===== config.mk =====
export PLATFORM = sky130hd
export DESIGN_NAME = bridge_rx_flat
export DESIGN_NICKNAME = d
export VERILOG_FILES = /design/src/rtl/bridge_pkg.sv /design/src/rtl/bridge_rx_if.sv /design/src/rtl/hex_decode.sv /design/src/rtl/bridge_rx.sv /design/src/flat_wrapper.sv
export SDC_FILE = /design/constraint.sdc
export NUM_CORES = 1
export LEC_CHECK = 0
export CORE_MARGIN = 2
export CORE_UTILIZATION = 47
export CTS_CLUSTER_SIZE = 14
export DETAILED_ROUTE_END_ITERATION = 16
export GPL_TIMING_DRIVEN = 0
export PLACE_DENSITY = 0.79
export SLEW_MARGIN = 5
export SYNTH_ARGS = -nofsm -noshare
export SYNTH_HDL_FRONTEND = slang
export SYNTH_SLANG_ARGS = --single-unit

===== constraint.sdc =====
create_clock -name clk -period 2.5 [get_ports clk]
set_input_delay 0.5 -clock clk [delete_from_list [all_inputs] [get_ports clk]]
set_output_delay 0.5 -clock clk [all_outputs]
set_load 0.03 [all_outputs]

===== src/rtl/bridge_pkg.sv =====
// Shared definitions for the ASCII command bridges: parser state encoding,
// command/terminator byte codes and the core-chain bus widths.
package bridge_pkg;

  typedef enum logic [1:0] {
    IDLE = 2'd0,
    ADDR = 2'd1,
    DATA = 2'd2,
    TERM = 2'd3
  } bridge_rx_state_t;

  localparam logic [7:0] ASCII_R  = 8'h52;
  localparam logic [7:0] ASCII_W  = 8'h57;
  localparam logic [7:0] ASCII_CR = 8'h0D;
  localparam logic [7:0] ASCII_LF = 8'h0A;

  localparam int BUS_ADDR_W = 16;
  localparam int BUS_DATA_W = 16;

  // True for the two bytes that open a message.
  function automatic logic is_cmd(input logic [7:0] b);
    return (b == ASCII_R) || (b == ASCII_W);
  endfunction

  // True for either line terminator.
  function automatic logic is_term(input logic [7:0] b);
    return (b == ASCII_CR) || (b == ASCII_LF);
  endfunction

endpackage


===== src/rtl/bridge_rx_if.sv =====
// Byte stream in from the UART receiver and request bus out to the core chain.
// The bridge uses the master view; the environment (UART + chain) the slave view.
interface bridge_rx_if;
  import bridge_pkg::*;

  logic [7:0]            data_i;
  logic                  valid_i;
  logic [BUS_ADDR_W-1:0] addr_o;
  logic [BUS_DATA_W-1:0] data_o;
  logic                  rw_o;
  logic                  valid_o;
  logic                  error_o;

  modport master (
    input  data_i, valid_i,
    output addr_o, data_o, rw_o, valid_o, error_o
  );

  modport slave (
    output data_i, valid_i,
    input  addr_o, data_o, rw_o, valid_o, error_o
  );
endinterface


===== src/rtl/hex_decode.sv =====
// Combinational ASCII hex digit decoder: byte -> nibble value plus a valid flag.
// Lowercase a-f are accepted only when BRIDGE_RX_LOWERCASE_EN is defined.
module hex_decode (
  input  logic [7:0] byte_i,
  output logic [3:0] nib_o,
  output logic       is_hex_o
);

  // Classify the byte; letters map to 10..15 via their low nibble plus nine.
  always_comb begin
    nib_o    = 4'd0;
    is_hex_o = 1'b0;
    if (byte_i >= 8'h30 && byte_i <= 8'h39) begin
      nib_o    = byte_i[3:0];
      is_hex_o = 1'b1;
    end else if (byte_i >= 8'h41 && byte_i <= 8'h46) begin
      nib_o    = byte_i[3:0] + 4'd9;
      is_hex_o = 1'b1;
    end
`ifdef BRIDGE_RX_LOWERCASE_EN
    else if (byte_i >= 8'h61 && byte_i <= 8'h66) begin
      nib_o    = byte_i[3:0] + 4'd9;
      is_hex_o = 1'b1;
    end
`endif
  end

endmodule


===== src/rtl/bridge_rx.sv =====
// ASCII command parser feeding the core-chain bus. Accepts "Raaaa<term>" and
// "Wddddvvvv<term>" messages and issues one registered request per message;
// malformed messages are dropped with a one-cycle error pulse.
// Optional feature macro: BRIDGE_RX_LOWERCASE_EN (lowercase hex digits).
module bridge_rx
  import bridge_pkg::*;
(
  input  logic        clk,
  input  logic        rst_n,
  bridge_rx_if.master bus
);

  bridge_rx_state_t      state_q, state_d;
  logic [1:0]            cnt_q, cnt_d;
  logic                  wr_q, wr_d;
  logic [BUS_ADDR_W-1:0] addr_sh_q, addr_sh_d;
  logic [BUS_DATA_W-1:0] data_sh_q, data_sh_d;
  logic [BUS_ADDR_W-1:0] addr_q, addr_d;
  logic [BUS_DATA_W-1:0] data_q, data_d;
  logic                  rw_q, rw_d;
  logic                  valid_q, valid_d;
  logic                  error_q, error_d;

  logic [3:0] nib;
  logic       is_hex;

  hex_decode u_hex (
    .byte_i   (bus.data_i),
    .nib_o    (nib),
    .is_hex_o (is_hex)
  );

  // Parser next-state: shift digits, detect terminators, raise request/error.
  always_comb begin
    state_d   = state_q;
    cnt_d     = cnt_q;
    wr_d      = wr_q;
    addr_sh_d = addr_sh_q;
    data_sh_d = data_sh_q;
    addr_d    = addr_q;
    data_d    = data_q;
    rw_d      = rw_q;
    valid_d   = 1'b0;
    error_d   = 1'b0;

    if (bus.valid_i) begin
      if (is_cmd(bus.data_i)) begin
        // A command byte always (re)starts a message; mid-message it also
        // flags the abandoned one.
        wr_d    = (bus.data_i == ASCII_W);
        cnt_d   = 2'd0;
        state_d = ADDR;
        error_d = (state_q != IDLE);
      end else begin
        case (state_q)
          IDLE: ;  // stray bytes between messages (e.g. LF of CRLF) are ignored
          ADDR: begin
            if (is_hex) begin
              addr_sh_d = {addr_sh_q[BUS_ADDR_W-5:0], nib};
              cnt_d     = cnt_q + 2'd1;
              if (cnt_q == 2'd3) state_d = wr_q ? DATA : TERM;
            end else begin
              error_d = 1'b1;
              state_d = IDLE;
            end
          end
          DATA: begin
            if (is_hex) begin
              data_sh_d = {data_sh_q[BUS_DATA_W-5:0], nib};
              cnt_d     = cnt_q + 2'd1;
              if (cnt_q == 2'd3) state_d = TERM;
            end else begin
              error_d = 1'b1;
              state_d = IDLE;
            end
          end
          TERM: begin
            if (is_term(bus.data_i)) begin
              valid_d = 1'b1;
              addr_d  = addr_sh_q;
              data_d  = wr_q ? data_sh_q : '0;
              rw_d    = wr_q;
            end else begin
              error_d = 1'b1;
            end
            state_d = IDLE;
          end
          default: state_d = IDLE;
        endcase
      end
    end
  end

  // Control and bus output registers; all cleared by reset.
  always_ff @(posedge clk) begin
    if (!rst_n) begin
      state_q <= IDLE;
      cnt_q   <= 2'd0;
      wr_q    <= 1'b0;
      addr_q  <= '0;
      data_q  <= '0;
      rw_q    <= 1'b0;
      valid_q <= 1'b0;
      error_q <= 1'b0;
    end else begin
      state_q <= state_d;
      cnt_q   <= cnt_d;
      wr_q    <= wr_d;
      addr_q  <= addr_d;
      data_q  <= data_d;
      rw_q    <= rw_d;
      valid_q <= valid_d;
      error_q <= error_d;
    end
  end

  // Digit shift registers; contents only matter once a full field is seen.
  always_ff @(posedge clk) begin
    addr_sh_q <= addr_sh_d;
    data_sh_q <= data_sh_d;
  end

  assign bus.addr_o  = addr_q;
  assign bus.data_o  = data_q;
  assign bus.rw_o    = rw_q;
  assign bus.valid_o = valid_q;
  assign bus.error_o = error_q;

endmodule


===== src/flat_wrapper.sv =====
// flat-port wrapper written by rule: the top's interface ports become plain ports
module bridge_rx_flat import bridge_pkg::*;
  (clk, rst_n, bus_data_i, bus_valid_i, bus_addr_o, bus_data_o, bus_rw_o, bus_valid_o, bus_error_o);
  bridge_rx_if bus_i ();
  input  logic clk;
  input  logic rst_n;
  input wire logic [$bits(bus_i.data_i)-1:0] bus_data_i;
  input wire logic [$bits(bus_i.valid_i)-1:0] bus_valid_i;
  output wire logic [$bits(bus_i.addr_o)-1:0] bus_addr_o;
  output wire logic [$bits(bus_i.data_o)-1:0] bus_data_o;
  output wire logic [$bits(bus_i.rw_o)-1:0] bus_rw_o;
  output wire logic [$bits(bus_i.valid_o)-1:0] bus_valid_o;
  output wire logic [$bits(bus_i.error_o)-1:0] bus_error_o;
  assign bus_i.data_i = bus_data_i;
  assign bus_i.valid_i = bus_valid_i;
  assign bus_addr_o = bus_i.addr_o;
  assign bus_data_o = bus_i.data_o;
  assign bus_rw_o = bus_i.rw_o;
  assign bus_valid_o = bus_i.valid_o;
  assign bus_error_o = bus_i.error_o;
  bridge_rx u_core (.clk(clk), .rst_n(rst_n), .bus(bus_i));
endmodule

### Word-level counts from Yosys, hierarchy flattened

Index checks and enable logic that the tools add are counted.

| storage, ports and cells | value |
|---|---|
| bits of input ports | 11 |
| logic and storage cells | 67 |
| bits in registers | 72 |
| output and inout bits | 35 |

| cells by class | value |
|---|---|
| reductions and logical operators | 17 |
| order comparisons | 4 |
| $add $sub $neg | 2 |
| bitwise operators | 4 |
| mux-type cells | 20 |
| eq/ne operators | 10 |

Operator list:

| kind | number |
|---|---|
| $eq A8 B4 Y1 const B | 2 |
| $eq A8 B7 Y1 const B | 2 |
| $mux W16 | 1 |
| $mux W2 | 8 |
| $reduce_and A4 Y1 | 4 |
| $ge A8 B6 Y1 const B | 1 |
| $ge A8 B7 Y1 const B | 1 |
| $le A8 B6 Y1 const B | 1 |
| $le A8 B7 Y1 const B | 1 |
| $mux W4 | 2 |
| $ne A4 B4 Y1 const B | 2 |
| $mux W1 | 7 |
| $eq A2 B2 Y1 const B | 3 |
| $pmux W2 S3 | 1 |
| $reduce_bool A2 Y1 | 3 |
| $add A4 B4 Y4 const B | 1 |
| $not A1 Y1 | 4 |
| $reduce_and A2 Y1 | 2 |
| $reduce_bool A4 Y1 | 1 |
| $reduce_or A4 Y1 | 1 |
| $reduce_and A3 Y1 | 1 |
| $add A2 B1 Y2 const B | 1 |
| $eq A2 B1 Y1 const B | 1 |
| $logic_and A1 B1 Y1 | 2 |
| 3 further kinds | 4 |

### Longest topological paths before layout

| logic depth | value |
|---|---|
| word-level depth | 7 |
| mapped depth | 9 |
| depth with buffers taken out | 7 |

### By module

A second synthesis with hierarchy kept.

| second synthesis, totals | value |
|---|---|
| cell total of the unflattened synthesis | 266 |
| area, all modules | 3047.9 µm² |

Modules (own cells, without submodules):

| module | area each (µm²) | times used | sequential area each (µm²) | cells each |
|---|---|---|---|---|
| bridge_rx | 2869.0 | 1 | 1761.7 | 245 |
| hex_decode | 178.9 | 1 | 0.0 | 21 |

### Worst setup path after synthesis

No wires, ideal clock.

| path | value |
|---|---|
| kind | input to register |
| from | in bus_data_i[0] |
| to | reg u_core.data_sh_q[0], enable pin |
| setup slack | 0.100 ns |
| buffers on the path | 0 |
| arrival time | 2.027 ns |
| setup time | 0.374 ns |
| required time | 2.126 ns |
| stages on the path | 6 |
| path through | inv_1 ha_1 o21bai_1 a2111oi_4 or2_1 and3_1 |

| on the way | value |
|---|---|
| word-level cells in the longest chain between the ends | 5 |
| elaborated cells between the ends (all ways) | 13 |
| classes of those cells | order compare (4); eq/ne (2); mux (2); bitwise (1); reduce/logical (4) |

RTL lines:

| what | RTL line | source |
|---|---|---|
| from (decl) | flat_wrapper.sv:7 | `input wire logic [$bits(bus_i.data_i)-1:0] bus_data_i;` |
| $ge A8 B7 Y1 / $le A8 B7 Y1 (equally long branches) | hex_decode.sv:16 | `end else if (byte_i >= 8'h41 && byte_i <= 8'h46) begin` |
| $logic_and A1 B1 Y1 | hex_decode.sv:16 |  |
| $mux W1 | hex_decode.sv:16 |  |
| $mux W1 | hex_decode.sv:13 | `if (byte_i >= 8'h30 && byte_i <= 8'h39) begin` |
| $reduce_and A4 Y1 (no source line) * | n/a |  |
| to (signal assigned) | bridge_rx.sv:120 | `data_sh_q <= data_sh_d;` |
| to (decl) | bridge_rx.sv:17 | `logic [BUS_DATA_W-1:0] data_sh_q, data_sh_d;` |

Every way passes the cells marked *; elsewhere a longest branch is shown, timed or not.
A chain may end at the register's enable or synchronous reset.

### Worst setup path in the final report

| path | value |
|---|---|
| from | in bus_data_i[4] |
| to | reg u_core.data_sh_q[3], enable pin |

Same word-level chain as after synthesis.

==> run summary <==
The worst slew slack as a fraction of its limit is 0.6768. Across the routed clock network, the largest skew measured is 0.008168 ns. The die height is 81.86 um.

The cell sitting at the root of the clock tree is a sky130_fd_sc_hd__clkbuf_8. The post-synthesis cell type count came out at 40. The count of antenna diodes in the layout is 0. Dividing total power by cell area gives a power density of 588.6 mW/mm^2. The TritonCTS clock tree is yes.

The time the final worst path needs with I/O delays and setup came out at 2.300 ns. The final worst hold slack came out at 0.4459 ns. STA puts the critical path data required time at 2.50 ns. Across the VDD grid, the largest voltage drop is 271.6 uV.

The first-pass GRT wire length came out at 8.797 mm. The die covers 0.006700 sq mm. The proportion of register bits with asynchronous set or reset after synthesis came out at 0. The non-filler instance count after layout came out at 406. The number of setup violations in the final report is 0. The floorplan step set the die width to 81.86 um.

The final hold violation count is 0. The sort of element at the start of the critical path is a primary input. The per-cell routed wire length came out at 13.80 um. The final non-filler cell area came out at 0.003655 sq mm. The path class of the tightest hold or removal check is flip-flop to flip-flop. The fill cell instance count of the final layout is 468. The upper clock frequency limit came out at 0.4348 GHz. The number of instances in the synthesized netlist is 264.

The number of iterations in the first detailed-routing pass is 5. The placeable core region came out at 0.005886 sq mm. The most area-hungry cell type in the Yosys netlist is sky130_fd_sc_hd__edfxtp_1. For this configuration, the core starts out at a cell density of 0.4841. Setup repair after global routing left no endpoint under its margin. For this run, the total global-route usage over all layers was measured as 0.1773. After clock tree synthesis, the clock-pin slew on the worst setup and hold paths is 0.08 ns.

The count of max-cap constraint violations is 0. The CTS sink count is 72. The number of enable-type register cells in the synthesized netlist came out at 32. The top-area cell type share of the netlist area is 0.3373.

The total standard cell area after synthesis is 0.002849 sq mm. The via count of the routed design came out at 2124. The total congestion overflow after global routing came out at 0. The CTS buffer count came out at 9. The flow ran to the end, and the final reports show no timing, DRC or antenna violations. The library cell used most frequently in the layout, excluding fill and tap cells, is sky130_fd_sc_hd__nand2_1.

Detailed placement ended at an HPWL of 3.794 mm. In the final layout, the share of cells above drive strength 1 is 0.1360. The post-synthesis area per instance is 10.79 sq um. The number of port buffers is 44.

Compared with the post-synthesis result, the final layout area differs by 28.28%. Pin placement for this block handled 46 I/O pins. The number of antenna violations at the first check in global routing came to 0.

The number of nets produced by synthesis is 285. The worst register-to-register path begins at u_core.state_q[0]. The total length of routed wires is 5.601 mm.

The detail route stage leaves a number of antenna-violating nets equal to 0. In the routed design, unresolved DRC markers number 0. In this run the cell area measured after placement is 0.003383 sq mm. The number of violations reported at the end of detailed-routing iteration 0 is 126. The number of warning messages in the yosys log came out at 0. The final critical-path share of the clock period is 0.9200. Along the worst path, the maximum fanout reaches 16. Yosys attributes the largest share of cell area to sky130_fd_sc_hd__edfxtp_1, sky130_fd_sc_hd__dfxtp_1, sky130_fd_sc_hd__nand2_1, sky130_fd_sc_hd__a21oi_1, sky130_fd_sc_hd__ha_1. For the worst-skew pair, the clock arrives at the later sink with an insertion delay of 0.34 ns.

The number of standard-cell rows in the floorplan is 28. The number of H-tree branching levels came out at 3. At the pin with the least slew margin, the transition time is 0.4848 ns.

The max-slew violation count came out at 0. In this run the most critical hold path is launched from u_core.addr_sh_q[5]. The number of placed instances, taps included, is 383.

The library cells used most frequently in the layout, excluding fill and tap cells, are sky130_fd_sc_hd__nand2_1, sky130_fd_sc_hd__clkdlybuf4s50_1, sky130_fd_sc_hd__dfxtp_1, sky130_fd_sc_hd__a21oi_1, sky130_fd_sc_hd__edfxtp_1. At the end of the flow, the number of nets in the layout was 347. The data arrival at the endpoint of the critical path is 2.30 ns.

The pin count of the biggest net entering global routing came out at 17. STA classifies the critical path endpoint as a flip-flop. The critical path is of the primary input to flip-flop type. The number of buffers on the longest clock path came out at 2.

The via count of the first global-routing pass came out at 1875. The weighted congestion at the end of routability-driven global placement came out at 0.9325. Counting flops and latches in the post-synthesis netlist gives 72. The sequential share of the synthesized area is 0.6184. In the routed layout, each cell is associated on average with a via count of 5.232. The critical path starts at bus_data_i[4]. Summed over all cells, the static leakage comes to 1.256 nW. The most used flip-flop cell after synthesis is sky130_fd_sc_hd__dfxtp_1.
-- path summary, 6_finish.rpt --
check / to / slack [ns] / cells past startpoint
min reg2reg: u_core.addr_sh_q[9] / 0.45 / 0
max: u_core.data_sh_q[3] / 0.20 / 5
max reg2reg: u_core.state_q[1] / 0.86 / 6
min: u_core.addr_sh_q[9] / 0.45 / 0
-- final cells by class --
| cell class | count | area [sq um] | share of cell area |
|---|---|---|---|
| flip-flops and latches | 72 | 1762 | 0.4820 |
| multi-input cells | 170 | 1012 | 0.2770 |
| repair buffers | 51 | 501.7 | 0.1373 |
| clock buffers | 9 | 123.9 | 0.03389 |
| well taps | 75 | 93.84 | 0.02568 |
| plain buffers | 14 | 83.83 | 0.02294 |
| clock inverters | 7 | 47.55 | 0.01301 |
| inverters | 8 | 30.03 | 0.008216 |
-- where the power goes --
part / internal (mW) / switching (mW) / total (mW)
registers: 1.22 / 0.00519 / 1.23
clock network: 0.359 / 0.435 / 0.794
logic: 0.0533 / 0.0738 / 0.127
-- cell families (layout without fill, tap and decap cells) --
kind of cell,Yosys count,after routing,synth area share
AOI/OAI and AO/OA,52,52,0.1120
adders and majority gates,10,10,0.04392
buffers and inverters,22,89,0.03426
DFF,72,72,0.6184
muxes,3,3,0.01142
and+or+nand+nor,105,105,0.1801
-- critical path, stage by stage --
cell	delay (ns)
sky130_fd_sc_hd__clkdlybuf4s50_1	0.43
sky130_fd_sc_hd__or3_4	0.42
sky130_fd_sc_hd__nor4_4	0.33
sky130_fd_sc_hd__or2_1	0.19
sky130_fd_sc_hd__and3_2	0.43
-- Yosys cell counts, drive strengths merged, types with 2 or more instances --
cell    instances
dfxtp          40
nand4           2
nor3            2
nand3          20
nor4            2
a21oi          35
mux2            2
nand2          56
or4             2
a31oi           3
a22oi           2
nor2            7
o21ai           4
nor4b           2
clkbuf          7
buf             7
edfxtp         32
and3            5
inv             8
ha             10
-- registers in the layout (all words and copies together), names as in the netlist --
signal / flops
u_core.bus.addr_o: 16
u_core.bus.rw_o: 1
u_core.wr_q: 1
u_core.bus.data_o: 16
u_core.bus.valid_o: 1
u_core.data_sh_q: 16
u_core.cnt_q: 2
u_core.bus.error_o: 1
u_core.addr_sh_q: 16
u_core.state_q: 2
-- metal layers --
metal | GRT usage | wire length (um) | up-vias | part of all wire
met5 | 0 | 0 | - | 0
met4 | 0.08500 | 129 | 0 | 0.023
met3 | 0.04725 | 390 | 12 | 0.070
met2 | 0.2748 | 2625 | 84 | 0.47
met1 | 0.2305 | 2456 | 971 | 0.44
li1 | - | - | 1057 | -
-- through the flow --
| step | setup TNS [ns] | util | power, mW | setup slack, ns |
|---|---|---|---|---|
| 3_5_place_dp | -39.69 | 0.5748 | 1.378 | -0.8053 |
| 5_1_grt | 0 | 0.6210 | 2.233 | 0.09586 |
| 3_3_place_gp | -38.11 | 0.5748 | 1.374 | -0.7824 |
| 4_1_cts | 0 | 0.6093 | 2.167 | 0.009749 |
| 2_1_floorplan | 0 | - | 1.337 | 0.09964 |
| 6_report | 0 | 0.6210 | 2.151 | 0.1999 |
-- timing repair --
item	in CTS	in global routing
buffers inserted	3	4
resized for setup	3	16
hold buffers	0	0
pin swaps	3	2
endpoints found under the setup margin	41	67
Power figures use the tool's default switching activity.
